==> config.mk <==
export PLATFORM = sky130hd
export DESIGN_NAME = id_ex_pipe
export DESIGN_NICKNAME = d
export VERILOG_FILES = /design/src/rtl/id_ex_pipe_pkg.sv /design/src/rtl/id_ex_pipe_hazard_detect.sv /design/src/rtl/id_ex_pipe.sv
export SDC_FILE = /design/constraint.sdc
export NUM_CORES = 1
export LEC_CHECK = 0
export CORE_MARGIN = 2
export CORE_UTILIZATION = 36
export DETAILED_ROUTE_END_ITERATION = 8
export GPL_TIMING_DRIVEN = 0
export PLACE_DENSITY = 0.77
export SKIP_LAST_GASP = 1
export SYNTH_ARGS = -nofsm -noshare
export SYNTH_HDL_FRONTEND = slang
export SYNTH_SLANG_ARGS = --single-unit
==> constraint.sdc <==
create_clock -name clk -period 2 [get_ports clk]
set_input_delay 0.2 -clock clk [delete_from_list [all_inputs] [get_ports clk]]
set_output_delay 0.2 -clock clk [all_outputs]
set_load 0.01 [all_outputs]
==> src/rtl/id_ex_pipe_pkg.sv <==
// Shared constants for the ID/EX stage: control-word layout and hazard policies.
package id_ex_pipe_pkg;

  localparam int unsigned CTRL_W = 5;

  // Bit positions inside the {wb_en, mem_r_en, mem_w_en, b, s} control word.
  localparam int unsigned CTRL_WB_EN    = 4;
  localparam int unsigned CTRL_MEM_R_EN = 3;
  localparam int unsigned CTRL_MEM_W_EN = 2;
  localparam int unsigned CTRL_B        = 1;
  localparam int unsigned CTRL_S        = 0;

  // Hazard policy encodings for HAZARD_MODE.
  localparam int unsigned HAZARD_STALL_RAW = 0;
  localparam int unsigned HAZARD_LOAD_USE  = 1;

  typedef struct packed {
    logic wb_en;
    logic mem_r_en;
    logic mem_w_en;
    logic b;
    logic s;
  } ctrl_t;

  // Payload width for a given set of field widths.
  function automatic int unsigned payload_width(input int unsigned exec_cmd_w,
                                                input int unsigned addr_w,
                                                input int unsigned data_w,
                                                input int unsigned shift_w,
                                                input int unsigned simm_w,
                                                input int unsigned status_w);
    return exec_cmd_w + addr_w + 2 * data_w + 1 + shift_w + simm_w + status_w;
  endfunction

endpackage

==> src/rtl/id_ex_pipe_hazard_detect.sv <==
// Combinational RAW hazard detector: compares ID sources with the EX and MEM
// destination shadows under the selected stall policy.
module id_hazard_detect
  import id_ex_pipe_pkg::*;
#(
  parameter int unsigned RF_ADDR_W   = 4,
  parameter int unsigned HAZARD_MODE = HAZARD_STALL_RAW
) (
  input  logic                 id_valid,
  input  logic [RF_ADDR_W-1:0] src_1,
  input  logic [RF_ADDR_W-1:0] src_2,
  input  logic                 two_src,
  input  logic                 ex_valid,
  input  logic                 ex_wb_en,
  input  logic                 ex_mem_r_en,
  input  logic [RF_ADDR_W-1:0] ex_dest,
  input  logic                 mem_valid,
  input  logic                 mem_wb_en,
  input  logic [RF_ADDR_W-1:0] mem_dest,
  output logic                 hazard
);

  logic ex_match;
  logic mem_match;

  // A stage matches when it will write a register the ID instruction reads.
  always_comb begin
    ex_match  = ex_valid & ex_wb_en &
                ((ex_dest == src_1) | (two_src & (ex_dest == src_2)));
    mem_match = mem_valid & mem_wb_en &
                ((mem_dest == src_1) | (two_src & (mem_dest == src_2)));
    if (HAZARD_MODE == HAZARD_LOAD_USE) begin
      // Forwarding covers ALU results; only a load in EX is not yet available.
      hazard = id_valid & ex_match & ex_mem_r_en;
    end else begin
      hazard = id_valid & (ex_match | mem_match);
    end
  end

endmodule

==> src/rtl/id_ex_pipe.sv <==
// ID/EX pipeline register with MEM destination shadow, hazard stalling,
// branch flush, downstream back-pressure and a saturating stall counter.
module id_ex_pipe
  import id_ex_pipe_pkg::*;
#(
  parameter int unsigned DATA_W      = 32,
  parameter int unsigned ADDR_W      = 32,
  parameter int unsigned RF_ADDR_W   = 4,
  parameter int unsigned EXEC_CMD_W  = 4,
  parameter int unsigned SHIFT_W     = 12,
  parameter int unsigned SIMM_W      = 24,
  parameter int unsigned STATUS_W    = 4,
  parameter int unsigned HAZARD_MODE = HAZARD_STALL_RAW,
  parameter int unsigned STALL_CNT_W = 16,
  localparam int unsigned PAYLOAD_W  = payload_width(EXEC_CMD_W, ADDR_W, DATA_W,
                                                     SHIFT_W, SIMM_W, STATUS_W)
) (
  input  logic                   clk,
  input  logic                   rst,
  input  logic                   id_valid,
  input  logic [CTRL_W-1:0]      ctrl_in,
  input  logic [RF_ADDR_W-1:0]   dest_in,
  input  logic [RF_ADDR_W-1:0]   src_1,
  input  logic [RF_ADDR_W-1:0]   src_2,
  input  logic                   two_src,
  input  logic [PAYLOAD_W-1:0]   payload_in,
  input  logic                   flush,
  input  logic                   ex_ready,
  output logic                   ex_valid,
  output logic [CTRL_W-1:0]      ctrl_out,
  output logic [RF_ADDR_W-1:0]   dest_out,
  output logic [PAYLOAD_W-1:0]   payload_out,
  output logic                   stall_if,
  output logic [STALL_CNT_W-1:0] stall_count
);

  logic                 mem_valid_q;
  logic                 mem_wb_en_q;
  logic [RF_ADDR_W-1:0] mem_dest_q;
  logic                 hazard;
  ctrl_t                ex_ctrl;

  assign ex_ctrl = ctrl_t'(ctrl_out);

  id_hazard_detect #(
    .RF_ADDR_W   (RF_ADDR_W),
    .HAZARD_MODE (HAZARD_MODE)
  ) u_hazard (
    .id_valid    (id_valid),
    .src_1       (src_1),
    .src_2       (src_2),
    .two_src     (two_src),
    .ex_valid    (ex_valid),
    .ex_wb_en    (ex_ctrl.wb_en),
    .ex_mem_r_en (ex_ctrl.mem_r_en),
    .ex_dest     (dest_out),
    .mem_valid   (mem_valid_q),
    .mem_wb_en   (mem_wb_en_q),
    .mem_dest    (mem_dest_q),
    .hazard      (hazard)
  );

  // Hold upstream on a live hazard (a flush kills it instead) or when EX is blocked.
  always_comb begin
    stall_if = (hazard & ~flush) | ~ex_ready;
  end

  // Pipeline register, MEM shadow and stall counter; everything freezes without ex_ready.
  always_ff @(posedge clk or negedge rst) begin
    if (!rst) begin
      ex_valid    <= 1'b0;
      ctrl_out    <= '0;
      dest_out    <= '0;
      payload_out <= '0;
      mem_valid_q <= 1'b0;
      mem_wb_en_q <= 1'b0;
      mem_dest_q  <= '0;
      stall_count <= '0;
    end else if (ex_ready) begin
      mem_valid_q <= ex_valid;
      mem_wb_en_q <= ex_ctrl.wb_en;
      mem_dest_q  <= dest_out;
      if (flush || hazard) begin
        ex_valid    <= 1'b0;
        ctrl_out    <= '0;
        dest_out    <= '0;
        payload_out <= '0;
        if (!flush && (stall_count != '1)) begin
          stall_count <= stall_count + 1'b1;
        end
      end else begin
        ex_valid    <= id_valid;
        ctrl_out    <= ctrl_in & {CTRL_W{id_valid}};
        dest_out    <= dest_in;
        payload_out <= payload_in;
      end
    end
  end

  // A flush while EX is blocked would be silently dropped.
  assert property (@(posedge clk) disable iff (!rst) !(flush && !ex_ready))
    else $error("flush asserted while ex_ready is low");

endmodule

==> run summary <==
final wirelength = 19.8 mm
XOR/XNOR Fraction of Synth Area = 4.18%
Layout Area Growth over Synthesis = 66.9%
fin util = 60.8%
Cell variety after synth = 30
Syn Inst Count = 445
Final Non-Filler Cells = 1049
CP Capture Type = primary output
Period Utilization, post-route = 106%
number of H-tree levels = 4
Worst Slack Setup Final = -0.110 ns
DP HPWL = 14.3 mm
worst-path cell chain = xnor2_1 -> nand3_1 -> nor4_2 -> nor2_2 -> and2_4 -> o21ai_2 -> buf_2
root buf cell = clkbuf_16
FF/Latch Area = 0.00433 mm²
port bufs = 330
relative slew slack = 49.9%
First-pass DRT Iterations = 4
DRT iter0 DRCs = 181
Hold Crit Class = input pin to register
Ports = 332
CP top delay family = simple AND/OR/NAND/NOR gates
crit path max fanout = 3
total number of vias = 5215
ant diodes = 0
full die area = 0.0191 mm²
Slowest-stage cell, CP = dfrtp_2
Final ANT Viol Nets = 0
Synth Area in Compound Gates = 20.9%
synth top area cells = dfrtp_1, a22o_1, xnor2_1, xor2_1, buf_6
Pwr Density = 789 mW/mm²
commonest non-fill, non-tap cell in the layout = clkdlybuf4s50_1
RSZ-0062 raised after global routing = yes
Syn Std Cell Area = 0.00650 mm²
Total Power = 8.56 mW
Final Max Tran Viols = 0
die width = 138 µm
Worst-Skew Late Latency = 0.42 ns
Worst Clk Skew = 0.0120 ns
#FFs+latches synth = 173
TNS Setup = -4.49 ns
Worst EP required = 1.80 ns
syn avg cell area = 14.6 µm²
TritonCTS clock tree = yes
static leakage = 4.78 nW
Post-Synth Adder-Cell Area = 0.193%
Synth Area in Simple Gates = 3.58%
commonest cells after routing, fill and taps aside = clkdlybuf4s50_1, dfrtp_1, a22o_1
fin crit period = 2.11 ns
WP buf/inv = 1
largest family of logic cells by synthesized area = compound AO/OA/AOI/OAI gates
Post-Syn Nets = 610
floorplan row count = 49
status = complete, but fails checks
largest net degree at the start of global routing = 93
DP Area = 0.0101 mm²
Final setup viols = 79
core area = 0.0178 mm²
CTS Buffer Depth = 2
critical path startpoint category = register
Post-Place Setup Slack = -0.442 ns
Inserted Clock Buffers = 17
WL per Instance = 18.9 µm
actual slew at the worst max-slew pin = 0.751 ns
fill cell count = 1419
clk slew on worst S/H paths = 0.07 ns
max cap viols = 0
die height = 138 µm
area leader, netlist = dfrtp_1
Tot GR Track Use = 20.4%
global-route wire length before repair = 30.8 mm
vias in the first global route = 5416
Hold Fails Final Rpt = 0
total of warnings raised by yosys = 0
TritonCTS Sinks = 173
Fmax = 474 MHz
Crit path largest cell delay = 0.44 ns
initial antenna violation count = 0
GP Congestion = 0.797
layout cells sized above 1 = 11.2%
fin area = 0.0108 mm²
detail-routed via count per cell = 4.97
failing checks = negative setup slack
Arrival @ worst endpoint = 1.91 ns
Initial Util = 36.4%
number of remaining DRC errors = 0
area of the multi-input gates = 0.00202 mm²
nets = 972
post-synthesis mux area share = 1.21%
Final Hold Slack = 0.203 ns
area share of the largest cell type after synthesis = 66.6%
Peak supply drop = 0.662 mV
crit path kind = register to primary output
post-synthesis sequential area ratio = 66.6%
GRT Residual Overflow = 0
Placed Instances = 1005
-- sequential cells by signal, indices dropped and copies added (netlist names) --
| name | cells |
|---|---|
| payload_out | 141 |
| stall_count | 16 |
| mem_wb_en_q | 1 |
| ex_valid | 1 |
| dest_out | 4 |
| mem_valid_q | 1 |
| mem_dest_q | 4 |
| ctrl_out | 5 |
-- power by group --
part	switching (mW)	internal [mW]	leakage [nW]
clock network	1.44	1.74	0.266
registers	0.158	3.75	2.27
logic	0.564	0.922	2.25
total	2.16	6.41	4.78
-- cell usage after synthesis --
cell type / number
dfrtp_1: 173
xor2_1: 13
or2_2: 1
a22o_1: 150
mux2_2: 7
xnor2_1: 18
and4_1: 1
and3_4: 2
and2_1: 1
buf_6: 7
nand4_1: 6
buf_4: 3
nor3_1: 1
a211oi_1: 1
a31o_2: 1
nor4_1: 4
a21oi_4: 1
o21ai_0: 1
nand3_1: 8
and3_1: 3
nor2_2: 2
or3_1: 1
nand2b_1: 1
ha_1: 1
buf_2: 10
nor2_1: 2
nand2_1: 8
inv_2: 1
clkbuf_1: 16
a21o_1: 1
-- cell type report --
| cell class | count | area share [%] |
|---|---|---|
| buffer | 36 | 2.10 |
| clock inverter | 14 | 1.23 |
| tap | 229 | 2.64 |
| sequential | 173 | 39.9 |
| multi-input combinational | 235 | 18.6 |
| clock buffer | 18 | 3.96 |
| inverter | 1 | 0.0346 |
| timing repair buffer | 343 | 31.5 |
-- worst reg2reg max path, cell delays in order (launching register included) --
cell and delay, ns:
dfrtp_2 0.45, xor2_1 0.25, nor4_2 0.09, nor2_2 0.12, nand2_1 0.12, a211oi_4 0.31, buf_6 0.19, buf_6 0.18
buf_6 0.16, a22o_1 0.15
-- logic make-up after synthesis --
family	Yosys count
buffers and inverters	37
multiplexers	7
AO/OA/AOI/OAI	155
flip-flops	173
adder cells (fa/ha/maj)	1
XOR/XNOR	31
AND/OR/NAND/NOR	41
-- metal layers --
metal / GRT usage [%] / vias up / routed length [µm]
met3: 5.51 / 27 / 1200
met2: 34.1 / 211 / 9820
li1: - / 2418 / -
met4: 5.96 / 0 / 437
met5: 0 / - / 0
met1: 26.1 / 2559 / 8350
-- path summary, 6_finish.rpt --
check | end | startpoint | cells after the start | slack [ns]
worst min register to register | stall_count[10]$_DFFE_PN0P_ | stall_count[10]$_DFFE_PN0P_ | 1 | 0.49
min in group asynchronous | payload_out[78]$_DFFE_PN0P_ | rst | 2 | 0.34
max in group asynchronous | dest_out[0]$_DFFE_PN0P_ | rst | 3 | 0.78
worst max-delay path | stall_if | dest_out[1]$_DFFE_PN0P_ | 7 | -0.11
worst min-delay path | mem_dest_q[2]$_DFFE_PN0P_ | ex_ready | 2 | 0.20
worst max register to register | payload_out[101]$_DFFE_PN0P_ | dest_out[0]$_DFFE_PN0P_ | 9 | -0.09
-- repair_timing --
| action | in CTS | in global routing |
|---|---|---|
| gates cloned | 0 | 2 |
| hold buffers | 1 | 0 |
| hold endpoints to repair | 91 | 0 |
| pin swaps | 5 | 8 |
| resized for setup | 14 | 14 |
| setup endpoints to repair | 154 | 161 |
| setup buffers | 7 | 2 |
(Power assumes the default switching activity.)
